**src/rtl/fetch_stage.sv**
```systemverilog
// Y86-64 fetch stage: PC select, instruction split/align, next-PC prediction,
// and the F/D pipeline register.
module fetch_stage #(
  parameter int          ADDR_W = 64,
  parameter logic [3:0]  RNONE  = 4'hF
) (
  input  logic              clk,
  input  logic              rst_n,
  output logic [ADDR_W-1:0] PC_o,
  input  logic [79:0]       instr,
  input  logic              imem_error,
  input  logic [3:0]        M_icode,
  input  logic              M_Cnd,
  input  logic [ADDR_W-1:0] M_valA,
  input  logic [3:0]        W_icode,
  input  logic [ADDR_W-1:0] W_valM,
  input  logic              F_stall,
  input  logic              D_stall,
  input  logic              D_bubble,
  output logic [2:0]        D_stat,
  output logic [3:0]        D_icode,
  output logic [3:0]        D_ifun,
  output logic [3:0]        D_rA,
  output logic [3:0]        D_rB,
  output logic [63:0]       D_valC,
  output logic [ADDR_W-1:0] D_valP
);

  localparam logic [3:0] I_HALT = 4'h0, I_NOP = 4'h1, I_JXX = 4'h7,
                         I_CALL = 4'h8, I_RET = 4'h9;
  localparam logic [2:0] S_AOK = 3'd1, S_HLT = 3'd2, S_ADR = 3'd3, S_INS = 3'd4;

  logic [ADDR_W-1:0] pred_pc_q, pred_pc_d;
  logic [ADDR_W-1:0] f_pc, f_valp;
  logic [3:0]        f_icode, f_ifun, f_ra, f_rb;
  logic [63:0]       valc_raw, f_valc;
  logic [2:0]        f_stat;
  logic              instr_valid, need_regids, need_valc;

  always_comb begin
    if (M_icode == I_JXX && !M_Cnd) f_pc = M_valA;
    else if (W_icode == I_RET)      f_pc = W_valM;
    else                            f_pc = pred_pc_q;
  end
  assign PC_o = f_pc;

  assign f_icode = imem_error ? I_NOP : instr[79:76];
  assign f_ifun  = imem_error ? 4'h0  : instr[75:72];

  assign instr_valid = (f_icode <= 4'hB);

  always_comb begin
    need_regids = 1'b0;
    need_valc   = 1'b0;
    case (f_icode)
      4'h2, 4'h3, 4'h4, 4'h5, 4'h6, 4'hA, 4'hB: need_regids = 1'b1;
      default: need_regids = 1'b0;
    endcase
    case (f_icode)
      4'h3, 4'h4, 4'h5, 4'h7, 4'h8: need_valc = 1'b1;
      default: need_valc = 1'b0;
    endcase
  end

  assign f_ra = need_regids ? instr[71:68] : RNONE;
  assign f_rb = need_regids ? instr[67:64] : RNONE;

  // Byte k of the window sits at instr[79-8k -: 8]; the constant starts at byte 1 or 2.
  for (genvar gi = 0; gi < 8; gi++) begin : g_valc
    assign valc_raw[8*gi +: 8] = need_regids ? instr[79-8*(gi+2) -: 8]
                                             : instr[79-8*(gi+1) -: 8];
  end
  assign f_valc = need_valc ? valc_raw : 64'd0;

  assign f_valp = f_pc + ADDR_W'(1) + ADDR_W'(need_regids) + (need_valc ? ADDR_W'(8) : ADDR_W'(0));

  assign pred_pc_d = (f_icode == I_JXX || f_icode == I_CALL) ? ADDR_W'(f_valc) : f_valp;

  always_comb begin
    if (imem_error)             f_stat = S_ADR;
    else if (!instr_valid)      f_stat = S_INS;
    else if (f_icode == I_HALT) f_stat = S_HLT;
    else                        f_stat = S_AOK;
  end

  always_ff @(posedge clk) begin
    if (!rst_n)        pred_pc_q <= '0;
    else if (!F_stall) pred_pc_q <= pred_pc_d;
  end

  always_ff @(posedge clk) begin
    if (!rst_n || (!D_stall && D_bubble)) begin
      D_stat  <= S_AOK;
      D_icode <= I_NOP;
      D_ifun  <= 4'h0;
      D_rA    <= RNONE;
      D_rB    <= RNONE;
      D_valC  <= '0;
      D_valP  <= '0;
    end else if (!D_stall) begin
      D_stat  <= f_stat;
      D_icode <= f_icode;
      D_ifun  <= f_ifun;
      D_rA    <= f_ra;
      D_rB    <= f_rb;
      D_valC  <= f_valc;
      D_valP  <= f_valp;
    end
  end

endmodule

```
**config.mk**
```make
export PLATFORM = sky130hd
export DESIGN_NAME = fetch_stage
export DESIGN_NICKNAME = d
export VERILOG_FILES = /design/src/rtl/fetch_stage.sv
export SDC_FILE = /design/constraint.sdc
export NUM_CORES = 1
export LEC_CHECK = 0
export ABC_AREA = 0
export CORE_ASPECT_RATIO = 0.8
export CORE_MARGIN = 2
export CORE_UTILIZATION = 47
export CTS_BUF_LIST = sky130_fd_sc_hd__clkbuf_16
export DETAILED_ROUTE_END_ITERATION = 12
export GPL_TIMING_DRIVEN = 0
export HOLD_SLACK_MARGIN = 0.02
export PLACE_DENSITY = 0.82
export REMOVE_ABC_BUFFERS = 1
export SLEW_MARGIN = 40
export SYNTH_ARGS = -nofsm -noshare
export SYNTH_HDL_FRONTEND = slang
export SYNTH_SLANG_ARGS = --single-unit
```
**constraint.sdc**
```tcl
create_clock -name clk -period 7.06 [get_ports clk]
set_clock_uncertainty 0.05 [all_clocks]
set_input_delay 2.118 -clock clk [delete_from_list [all_inputs] [get_ports clk]]
set_output_delay 2.118 -clock clk [all_outputs]
set_load 0.02 [all_outputs]
```
Word-level counts from Yosys, hierarchy flattened --
Cells that the tools add are included.
Storage, ports and cells: flip-flop bits (word level) 211, bits in latches 0, RAM bits 0, bits in read-only memories 0, input bits 223, word-level logic and storage cells 55, memories kept 0
Cells by class: add/sub/neg operators 3, $mul 0, divide/modulo/power cells 0, $lt $le $gt $ge 1, equality and inequality tests 11, shifts and indexed selects 0, mux-type cells 22, bitwise operators 0, reductions and logical operators 10
Operators with widths (number):
- two-way mux 64 bit | 4
- adder 64 x 1 -> 64 bit | 1
- adder 64 x 1 -> 64 bit, second input constant | 1
- adder 64 x 4 -> 64 bit | 1
- two-way mux 8 bit | 8
- equality test 4 x 3 -> 1 bit, second input constant | 5
- two-way mux 4 bit | 5
- equality test 4 bit, second input constant | 4
- equality test 4 x 2 -> 1 bit, second input constant | 2
- OR reduction 7 bit | 1
- two-way mux 3 bit | 2
- OR reduction 5 bit | 1
- less-or-equal comparator 4 bit, second input constant | 1
- zero test 4 bit | 1
- zero test 1 bit | 3
- logical AND 1 bit | 2
- logical OR 1 bit | 2
- two-way mux 1 bit | 2
- two-way mux 2 bit | 1

Longest topological paths before layout --
Gate-level depths: netlist of the first run.
depth after elaboration 7, gate-level depth with buffers 22, gate-level depth less buffers 16

Worst setup path after synthesis of the first run --
OpenSTA, ideal clock, no wires.
kind in2reg, start point input W_icode[2], end point register pred_pc_q[60], arrival time 6.907 ns, data required time 6.888 ns, path slack -0.019 ns, stages 22, path buffers 7, cells stage by stage and4bb_2 -> buf_4 -> buf_2 -> buf_2 -> buf_1 -> clkbuf_1 -> mux2i_1 -> o21ai_0 -> inv_1 -> ha_1 -> inv_1 -> ha_1 -> and2_1 -> o21ai_0 -> o221ai_1 -> nand4_1 -> clkbuf_1 -> or4_1 -> buf_2 -> nor3_1 -> xor2_1 -> a221o_1
On the way: longest elaborated chain between the ends 7
Ends and longest elaborated chain:
- from (decl) | line 15 | input logic [3:0] W_icode,
- equality test 4 bit | line 42 | else if (W_icode == I_RET) f_pc = W_valM;
- two-way mux 64 bit | line 42
- two-way mux 64 bit | line 41 | if (M_icode == I_JXX && !M_Cnd) f_pc = M_valA;
- via PC_o[0] | line 9 | output logic [ADDR_W-1:0] PC_o,
- adder 64 x 1 -> 64 bit (2 in a row) | line 75 | assign f_valp = f_pc + ADDR_W'(1) + ADDR_W'(need_regids) + (need_valc ? ADDR_W'(8) : ADDR_W'(0));
- adder 64 x 4 -> 64 bit | line 75
- two-way mux 64 bit | line 77 | assign pred_pc_d = (f_icode == I_JXX || f_icode == I_CALL) ? ADDR_W'(f_valc) : f_valp;
- to (signal assigned) | line 88 | else if (!F_stall) pred_pc_q <= pred_pc_d;
- to (decl) | line 33 | logic [ADDR_W-1:0] pred_pc_q, pred_pc_d;
The timed path passes the listed nets, and every way through them passes these cells. A chain may end at the register's enable or synchronous reset.

Worst setup path in the final report of the first run --
start point input M_icode[1], end point output PC_o[41]
On the way: longest elaborated chain between the ends 3
Ends and longest elaborated chain:
- from (decl) | line 12 | input logic [3:0] M_icode,
- equality test 4 x 3 -> 1 bit | line 41
- logical AND 1 bit | line 41
- two-way mux 64 bit | line 41
- to (decl) | line 9
No other way between the ends.

==> results_dict.tcl, run 1 <==
set metrics [dict create \
    num_io_pins 434 \
    critPathMaxFanout 47 \
    syn_inst 1721 \
    yosysWarnings 0 \
    register_area_um2 4220 \
    ys_top_cells_by_count "nand2_1, dfxtp_1, nor2_1" \
    rr_endpoint "pred_pc_q[56]$_SDFFE_PN0N_" \
    drc_errors 0 \
    io_buffers 433 \
    ys_top_cells_by_area "dfxtp_1, nand2_1, mux2i_1" \
    die-area_um2 28600 \
    drive_gt1_frac 0.0888 \
    synth-seq-area-share 0.330 \
    dpl_cell_area_um2 17600 \
    finalCriticalPeriod_ns 7.03 \
    grt_pass1_vias 14300 \
    async_reset_ff_frac 0 \
    required_ns 4.89 \
    grt_start_max_net_pins 93 \
    grt_usage 0.388 \
    cts_tree "yes" \
    syn_area_um2 12800 \
    core_um2 27000 \
    slew_headroom 0.434 \
    yosysMostFrequentCell "nand2_1" \
    cp-end-kind "output pin" \
    hold_end "D_valP[20]$_SDFFE_PP0N_" \
    final_hold_viol_count 0 \
    drtIter0Drc 1988 \
    rrSetupSlack_ns 3.00 \
    final_nets 2292 \
    ant_nets 0 \
    wirelength_um 58500 \
    crit_path_start_kind "primary input" \
    num_rows 54 \
    final-setup-viol-count 0 \
    final_area_um2 18600 \
    cts.clk_slew.worst_paths_ns 0.06 \
    synthFlopType "dfxtp_1" \
    path_class "in2out" \
    grt_overflow 0 \
    die_h_um 152 \
    rsz0062_at_grt "false" \
    wire_per_inst_um 23.9 \
    yosysUniqueCellTypes 71 \
    status "finished, final reports clean" \
    final_cells 2450 \
    placed_cells 2391 \
    gp_congestion 0.923 \
    insertion_delay_ns 0.54 \
    worstPathArrival_ns 4.87 \
    root_buffer "clkbuf_16" \
    multi_input_area_um2 8170 \
    fill_cells 2256 \
    initial_core_util 0.474 \
    hold_path_depth 2 \
    cts_buffer_depth 3 \
    area_delta_synth_final_pct 45.2 \
    yosysTopAreaCell "dfxtp_1" \
    numCtsBuffers 24 \
    fin_tns_setup_ns 0 \
    powerDensity_nw_per_um2 172 \
    die_x_um 189 \
    avgViaCountPerCell 6.30 \
    p_leak_nw 6.96 \
    ys_ff_latch 211 \
    fin_crit_sh 0.996 \
    final_util 0.688 \
    max_slew.worst_pin.slew_ns 0.843 \
    maxSlewViolCount 0 \
    worstReg2RegStart "pred_pc_q[0]$_SDFFE_PN0N_" \
    cts_max_level 1 \
    dp_hpwl_um 41400 \
    dr.pass1.iters 6 \
    r2r_cells 16 \
    min-delay-start "D_valP[20]$_SDFFE_PP0N_" \
    synth_edf_count 0 \
    max_cap_viol_count 0 \
    fmax_mhz 142 \
    grt_pass1_wl_um 85900 \
    hp-class "reg2reg" \
    cts.sinks 211 \
    antenna_found_initial 3 \
    synth_top_area_share 0.330 \
    syn_avg_cell_area_um2 7.45 \
    ir_worst_vdd_mv 0.194 \
    vias 15400 \
]
stage by stage:
stage	worst slack (ns)	power, W	hold slack (ns)
final	0.0262	0.00320	0.415
after global routing	0.0211	0.00328	0.431
after global placement	-10.33	0.00196	0.398
after detailed placement	-0.738	0.00199	0.404
after CTS	-0.0481	0.00318	0.413
after floorplan	-0.669	0.00158	0.395
metal layers:
metal	vias to the layer above	share of wire	GRT usage
li1	6910	-	-
met4	0	0.050	0.176
met5	-	0	0
met1	7240	0.40	0.526
met3	183	0.13	0.103
met2	1098	0.43	0.580
critical path, stage by stage:
cell and delay [ns]:
clkdlybuf4s50_1 0.51, nand4b_4 0.15, buf_12 0.20, buf_12 0.19, or2_4 0.31, buf_12 0.20, a31oi_2 0.41, clkdlybuf4s50_1 0.70
cells in the final DEF (no fill, tap or decap), drive strengths merged, types with 21 or more instances in the layout:
cell type	synthesis	layout
a31oi	55	55
xnor2	30	30
dfxtp	211	211
inv	19	23
a21oi	144	144
nor3	149	149
nand2	243	243
clkdlybuf4s50	0	421
nand3	44	44
o21ba	21	21
and3	26	26
xor2	23	23
clkbuf	106	24
nand4	26	26
nor4	34	34
nor2	189	189
buf	47	41
o21ai	76	76
mux2i	88	88
final cells by class:
class	count	share of cell area
multi-input cells	1338	0.439
inverters	21	0.00505
clock buffers	24	0.0323
repair buffers	470	0.265
clock inverters	19	0.00639
flip-flops and latches	211	0.227
diodes	3	0.000404
well taps	364	0.0245
repair_timing:
| item | CTS | global route |
|---|---|---|
| hold buffers | 0 | 0 |
| setup buffers | 4 | 7 |
| gates cloned | 2 | 0 |
| pin swaps | 3 | 2 |
| resized for setup | 19 | 9 |
| setup endpoints to repair | 30 | 51 |
worst max-delay path by stage:
| stage | from | endpoint | slack (ns) | cells past startpoint |
|---|---|---|---|---|
| floorplan | W_icode[2] | pred_pc_q[56]$_SDFFE_PN0N_ | -0.67 | 12 |
| global placement | D_stall | D_valP[52]$_SDFFE_PP0N_ | -10.33 | 5 |
| detailed placement | W_icode[0] | pred_pc_q[58]$_SDFFE_PN0N_ | -0.74 | 17 |
| CTS | M_icode[1] | PC_o[53] | -0.05 | 8 |
| global route | M_icode[1] | PC_o[41] | 0.02 | 8 |
| finish | M_icode[1] | PC_o[41] | 0.03 | 8 |
flip-flops by register name, indices dropped and copies added, names as in the netlist:
| signal | flops |
|---|---|
| D_icode | 4 |
| D_ifun | 4 |
| D_rA | 4 |
| D_rB | 4 |
| D_stat | 3 |
| D_valC | 64 |
| D_valP | 64 |
| pred_pc_q | 64 |
cell families (layout without fill, tap and decap cells):
logic type | count (synthesis) | count (layout) | share of synthesized area
AND/OR/NAND/NOR | 758 | 760 | 0.281
flip-flops | 211 | 211 | 0.330
buffers and inverters | 174 | 534 | 0.0549
multiplexers | 103 | 103 | 0.0819
adder cells (fa/ha/maj) | 3 | 3 | 0.00293
XOR/XNOR | 53 | 53 | 0.0362
other | 0 | 3 | 0
AO/OA/AOI/OAI | 419 | 419 | 0.213
power breakdown:
| part | internal [W] | leakage (nW) | switching [W] |
|---|---|---|---|
| clock network | 0.000653 | 0.375 | 0.000545 |
| logic | 0.000328 | 4.87 | 0.000416 |
| registers | 0.00123 | 1.71 | 0.0000246 |
Power figures use the tool's default switching activity.
==> inputs of run 2 (changes only) <==
--- a/config.mk
+++ b/config.mk
@@ -11,6 +11,7 @@
 export CORE_UTILIZATION = 47
 export CTS_BUF_LIST = sky130_fd_sc_hd__clkbuf_16
 export DETAILED_ROUTE_END_ITERATION = 12
+export GPL_ROUTABILITY_DRIVEN = 0
 export GPL_TIMING_DRIVEN = 0
 export HOLD_SLACK_MARGIN = 0.02
 export PLACE_DENSITY = 0.82
==> run 2 against run 1 <==
First-iteration DRC count rose by 7.4%. Cell count shrank 0.24%. Utilization about the same. Worst hold slack worse by 0.0010 ns. Critical path type unchanged. Critical endpoint is now PC_o[16]. Largest power group is now clock.
==> results_dict.tcl, run 2 (synthesis gave the netlist of run 1 again) <==
set metrics [dict create \
    status "finished, final reports clean" \
    ant_nets 0 \
    p_clk_frac 0.396 \
    r2r_cells 15 \
    cts.clk_slew.worst_paths_ns 0.06 \
    initial_core_util 0.474 \
    cellInternalPower_w 0.00234 \
    dr.pass1.iters 7 \
    core_um2 27000 \
    worstSetupStartpoint "M_icode[1]" \
    wire_per_inst_um 23.8 \
    cts_max_level 1 \
    fin_crit_sh 0.997 \
    num_io_pins 434 \
    grt_pass1_wl_um 85500 \
    rrSetupSlack_ns 2.95 \
    p_leak_nw 6.88 \
    io_buffers 433 \
    postCtsHoldBufs 0 \
    antenna_found_initial 2 \
    fmax_mhz 142 \
    min-delay-start "D_valP[5]$_SDFFE_PP0N_" \
    crit_path_start_kind "primary input" \
    dp_hpwl_um 41300 \
    insertion_delay_ns 0.53 \
    finalPower_w 0.00331 \
    switching_share 0.293 \
    path_class "in2out" \
    powerDensity_nw_per_um2 178 \
    final_nets 2289 \
    final_hold_viol_count 0 \
    num_rows 54 \
    highest_layer "met5" \
    final_common_cell "clkdlybuf4s50_1" \
    avgViaCountPerCell 6.33 \
    final-setup-viol-count 0 \
    root_buffer "clkbuf_16" \
    required_ns 4.89 \
    hold_end "D_valP[5]$_SDFFE_PP0N_" \
    die_h_um 152 \
    die-area_um2 28600 \
    max_slew.worst_pin.slew_ns 0.876 \
    numCtsBuffers 24 \
    vias 15500 \
    seqPwrFrac 0.380 \
    grt_pass1_vias 14200 \
    final_cell_mix "clkdlybuf4s50_1, nand2_1, dfxtp_1" \
    drt-met1-wl_um 23200 \
    wl_met2_um 24200 \
    cts_buffer_depth 3 \
    wirelength_um 58100 \
    p_switching_w 0.000969 \
    worstPathArrival_ns 4.87 \
    fin_tns_setup_ns 0 \
    finalCriticalPeriod_ns 7.04 \
    maxSlewViolCount 0 \
    grt_start_max_net_pins 78 \
    drive_gt1_frac 0.0823 \
    cts.sinks 211 \
    hp-class "reg2reg" \
    hold_path_depth 2 \
    worstReg2RegStart "pred_pc_q[0]$_SDFFE_PN0N_" \
    max_cap_viol_count 0 \
    p_comb_frac 0.225 \
    largestRegisters "D_valC x64, D_valP x64, pred_pc_q x64" \
    critPathMaxFanout 53 \
    drtIter0Drc 2136 \
    cp-end-kind "output pin" \
    cts_tree "yes" \
    grt_usage 0.385 \
    grt_overflow 0 \
    die_x_um 189 \
    slew_headroom 0.414 \
    area_delta_synth_final_pct 45.1 \
    rr_endpoint "pred_pc_q[34]$_SDFFE_PN0N_" \
    dr_wl_met3_um 7690 \
    drc_errors 0 \
    ir_worst_vdd_mv 0.195 \
]
## run 2: cell count changes in the layout (fill, tap and decap cells not counted), moves of 3 or more
cell	before	now
a31oi_1	37	46
a31oi_2	18	9
buf_4	13	10
dlymetal6s2s_1	4	0
clkinv_2	9	5
clkdlybuf4s50_1	421	429
dlygate4sd2_1	4	0
bufinv_16	1	4
clkinv_1	6	3
## run 2: worst max-delay path by stage
stage | slack, ns | end
floorplan | -0.67 | pred_pc_q[56]$_SDFFE_PN0N_
global placement | -10.35 | D_valP[52]$_SDFFE_PP0N_
detailed placement | -0.66 | pred_pc_q[58]$_SDFFE_PN0N_
CTS | 0.01 | pred_pc_q[50]$_SDFFE_PN0N_
global route | -0.05 | PC_o[16]
finish | 0.02 | PC_o[16]
## run 2: routing by layer
metal | track usage | vias to the layer above
li1 | - | 6884
met1 | 0.519 | 7226
met2 | 0.570 | 1144
met3 | 0.112 | 225
met4 | 0.173 | 2
met5 | 0 | -
## run 2: cell type report
type | count | area [um2]
multi-input combinational | 1337 | 8090
timing repair buffer | 468 | 4920
sequential | 211 | 4220
inverter | 21 | 93.8
clock inverter | 16 | 173
fill | 2210 | 8440
tap | 364 | 455
antenna | 2 | 5.00
clock buffer | 25 | 626
## run 2: power groups by stage
stage | registers [W] | clock network (W) | logic [W]
6_report | 0.00126 | 0.00131 | 0.000744
5_1_grt | 0.00126 | 0.00136 | 0.000780
3_5_place_dp | 0.00128 | 0 | 0.000715
2_1_floorplan | 0.00131 | 0 | 0.000274
3_3_place_gp | 0.00128 | 0 | 0.000680
4_1_cts | 0.00125 | 0.00131 | 0.000724
## run 2: critical path: stages
cell and delay [ns]:
clkdlybuf4s50_1 0.50, nand4b_4 0.12, buf_12 0.19, or2_4 0.38, buf_12 0.23, a31oi_1 0.52
clkdlybuf4s50_1 0.77
## run 2: timing repair
item                                    CTS  global route
pin swaps                                 1             1
endpoints found under the setup margin   10            36
resized for setup                         2             8
gates cloned                              1             0
setup buffers                             5             3
## run 2: stage by stage
step           worst slack [ns]  instance area (um2)  hold slack (ns)  cells  utilization
2_1_floorplan            -0.669                12200            0.395   1568            -
3_3_place_gp             -10.35                17000            0.398   2365        0.628
3_5_place_dp             -0.664                17600            0.404   2392        0.652
4_1_cts                  0.0147                18500            0.413   2439        0.684
5_1_grt                 -0.0483                18600            0.431   2443        0.688
6_report                 0.0228                18600            0.414   2444        0.688
==> inputs of run 3 (changes only) <==
--- a/config.mk
+++ b/config.mk
@@ -8,14 +8,13 @@
 export ABC_AREA = 0
 export CORE_ASPECT_RATIO = 0.8
 export CORE_MARGIN = 2
-export CORE_UTILIZATION = 47
-export CTS_BUF_LIST = sky130_fd_sc_hd__clkbuf_16
+export CORE_UTILIZATION = 48
+export CTS_BUF_LIST = sky130_fd_sc_hd__clkbuf_2
 export DETAILED_ROUTE_END_ITERATION = 12
 export GPL_ROUTABILITY_DRIVEN = 0
 export GPL_TIMING_DRIVEN = 0
 export HOLD_SLACK_MARGIN = 0.02
-export PLACE_DENSITY = 0.82
-export REMOVE_ABC_BUFFERS = 1
+export PLACE_DENSITY = 0.84
 export SLEW_MARGIN = 40
 export SYNTH_ARGS = -nofsm -noshare
 export SYNTH_HDL_FRONTEND = slang
==> run 3 against run 2 <==
Register-to-register slack improved by 0.23 ns. Via count grew 11%. The run now ends with negative setup slack left. Largest cell class unchanged. Critical endpoint is now PC_o[39]. Fmax is 0.68% lower. Combinational power up 3.0%. Wire length increased by 16%. Worst hold slack better by 0.0052 ns. Clock-buffer cell count increased by 46. Utilization increased by 0.59 points. First-iteration DRC count is 38% higher. Total power down 14%. Sequential power is essentially flat. Global-route usage rose by 7.2 points. Critical path type unchanged.
==> results_dict.tcl, run 3 (synthesis gave the netlist of run 1 again) <==
set metrics [dict create \
    wirelength_um 67300 \
    antenna_found_initial 3 \
    cts.sinks 211 \
    p_comb_frac 0.270 \
    crit_path_start_kind "primary input" \
    fmax_mhz 141 \
    cellInternalPower_w 0.00181 \
    insertion_delay_ns 0.89 \
    dp_hpwl_um 53400 \
    fin_ws_ns -0.0255 \
    grt_start_max_net_pins 20 \
    hold_end "D_valP[18]$_SDFFE_PP0N_" \
    path_class "in2out" \
    cp_top_family "buffers and inverters" \
    cts_buffer_depth 3 \
    final_nets 2424 \
    fill_cells 2175 \
    grt_usage 0.457 \
    rr_endpoint "pred_pc_q[36]$_SDFFE_PN0N_" \
    final_common_cell "clkdlybuf4s50_1" \
    whs_ns 0.419 \
    p_switching_w 0.00102 \
    ir_worst_vdd_mv 0.122 \
    final-setup-viol-count 4 \
    max_cap_viol_count 0 \
    rrSetupSlack_ns 3.18 \
    cp-end-kind "output pin" \
    die-area_um2 28000 \
    postCtsHoldBufs 0 \
    vias 17200 \
    placed_cells 2506 \
    rsz0062_at_grt "true" \
    drc_errors 0 \
    cts_tree "yes" \
    fin_crit_sh 1.00 \
    required_ns 4.89 \
    slew_headroom 0.390 \
    switching_share 0.360 \
    r2r_cells 16 \
    final_cells 2591 \
    worstReg2RegStart "pred_pc_q[0]$_SDFFE_PN0N_" \
    seqPwrFrac 0.448 \
    drtIter0Drc 2938 \
    die_x_um 187 \
    core_um2 26300 \
    num_io_pins 434 \
    cts.clk_slew.worst_paths_ns 0.10 \
    grt_pass1_vias 16300 \
    finalCriticalPeriod_ns 7.09 \
    final_cell_mix "clkdlybuf4s50_1, nand2_1, dfxtp_1" \
    p_clk_frac 0.282 \
    maxSlewViolCount 0 \
    fin_tns_setup_ns -0.0398 \
    worstPathArrival_ns 4.92 \
    initial_core_util 0.488 \
    critPathMaxFanout 10 \
    powerDensity_nw_per_um2 156 \
    numCtsBuffers 52 \
    status "finished, violations left" \
    violations "negative setup slack" \
    die_h_um 150 \
    final_hold_viol_count 0 \
    drive_gt1_frac 0.105 \
    critPathMaxStageDelay_ns 0.68 \
    wire_per_inst_um 26.0 \
    path_cells "clkdlybuf4s50_1, nand4b_4, or2_4, buf_6, buf_4, buf_4, buf_4, nor2_1, a31oi_2, clkdlybuf4s50_1" \
    io_buffers 428 \
    dr.pass1.iters 12 \
    area_delta_synth_final_pct 42.2 \
    crit_buf_inv 6 \
    min-delay-start "D_valP[18]$_SDFFE_PP0N_" \
    grt_pass1_wl_um 97800 \
    p_leak_nw 6.88 \
    synth_nets 1947 \
    max_slew.worst_pin.slew_ns 0.907 \
    avgViaCountPerCell 6.65 \
    cp_slowest_cell "clkdlybuf4s50_1" \
    num_rows 53 \
    ant_nets 0 \
    hp-class "reg2reg" \
    root_buffer "clkbuf_2" \
    largestRegisters "D_valC x64, D_valP x64, pred_pc_q x64" \
    grt_overflow 0 \
    cts_max_level 2 \
    hold_path_depth 2 \
    cpMostUsedCell "buf_4" \
]
==> run 3: cell types whose count changed in the layout (fill, tap and decap cells not counted), moves of 5 or more <==
| cell | change |
|---|---|
| clkbuf_1 | +96 |
| clkbuf_2 | +83 |
| clkdlybuf4s50_1 | -30 |
| clkbuf_16 | -25 |
| a31oi_1 | -21 |
| a31oi_2 | +18 |
| buf_12 | -17 |
| dlygate4sd2_1 | +17 |
| buf_2 | +16 |
| buf_1 | +11 |
| clkinv_1 | +10 |
| buf_8 | -8 |
| clkbuf_4 | +5 |
==> run 3: stage by stage <==
step           setup slack, ns  utilization  power [W]  area, um2
6_report               -0.0255        0.694    0.00284      18200
5_1_grt                -0.0119        0.694    0.00291      18200
4_1_cts               0.000480        0.690    0.00278      18100
3_5_place_dp             -1.65        0.668    0.00202      17500
3_3_place_gp             -1.62        0.668    0.00201      17500
2_1_floorplan            0.116            -    0.00162      12800
==> run 3: worst max path at each step <==
| stage | from | to | slack [ns] | depth (start not counted) |
|---|---|---|---|---|
| finish | M_icode[3] | PC_o[39] | -0.03 | 10 |
| global placement | M_icode[3] | pred_pc_q[60]$_SDFFE_PN0N_ | -1.62 | 21 |
| floorplan | M_Cnd | pred_pc_q[60]$_SDFFE_PN0N_ | 0.12 | 21 |
| detailed placement | M_icode[3] | pred_pc_q[48]$_SDFFE_PN0N_ | -1.65 | 21 |
| CTS | W_icode[1] | PC_o[22] | 0.0005 | 8 |
| global route | M_icode[3] | PC_o[29] | -0.01 | 11 |
==> run 3: final cells by class <==
cell class	count	area, um2	area share
antenna	2	5.00	0.000275
buffer	147	672	0.0369
clock buffer	71	355	0.0195
clock inverter	17	72.6	0.00398
inverter	21	78.8	0.00433
multi-input combinational	1336	8130	0.446
sequential	211	4220	0.232
tap	357	447	0.0245
timing repair buffer	429	4230	0.232
==> run 3: worst min-delay path: cells and delay by family (launching register included) <==
family / cells / cell delay, ns
simple gates: 1 / 0.06
compound gates: 1 / 0.05
flops: 1 / 0.32
==> run 3: routing by layer <==
metal  track usage  share of wire  up-vias  routed length [um]
li1              -              -     7162                   -
met1         0.551           0.34     7818               23100
met2         0.684           0.41     1790               27600
met3         0.188           0.17      461               11800
met4         0.276          0.072        4                4850
met5       0.00350        0.00018        -                  12
==> run 3: timing repair <==
item | CTS | global route
pin swaps | 0 | 1
gates resized for setup | 90 | 45
setup buffers | 0 | 1
endpoints found under the setup margin | 133 | 68
==> run 3: power groups by stage <==
stage	Combinational [W]	Sequential, W	Clock [W]
6_report	0.000766	0.00127	0.000801
5_1_grt	0.000786	0.00127	0.000851
4_1_cts	0.000728	0.00126	0.000783
3_5_place_dp	0.000725	0.00129	0
3_3_place_gp	0.000717	0.00129	0
2_1_floorplan	0.000313	0.00131	0
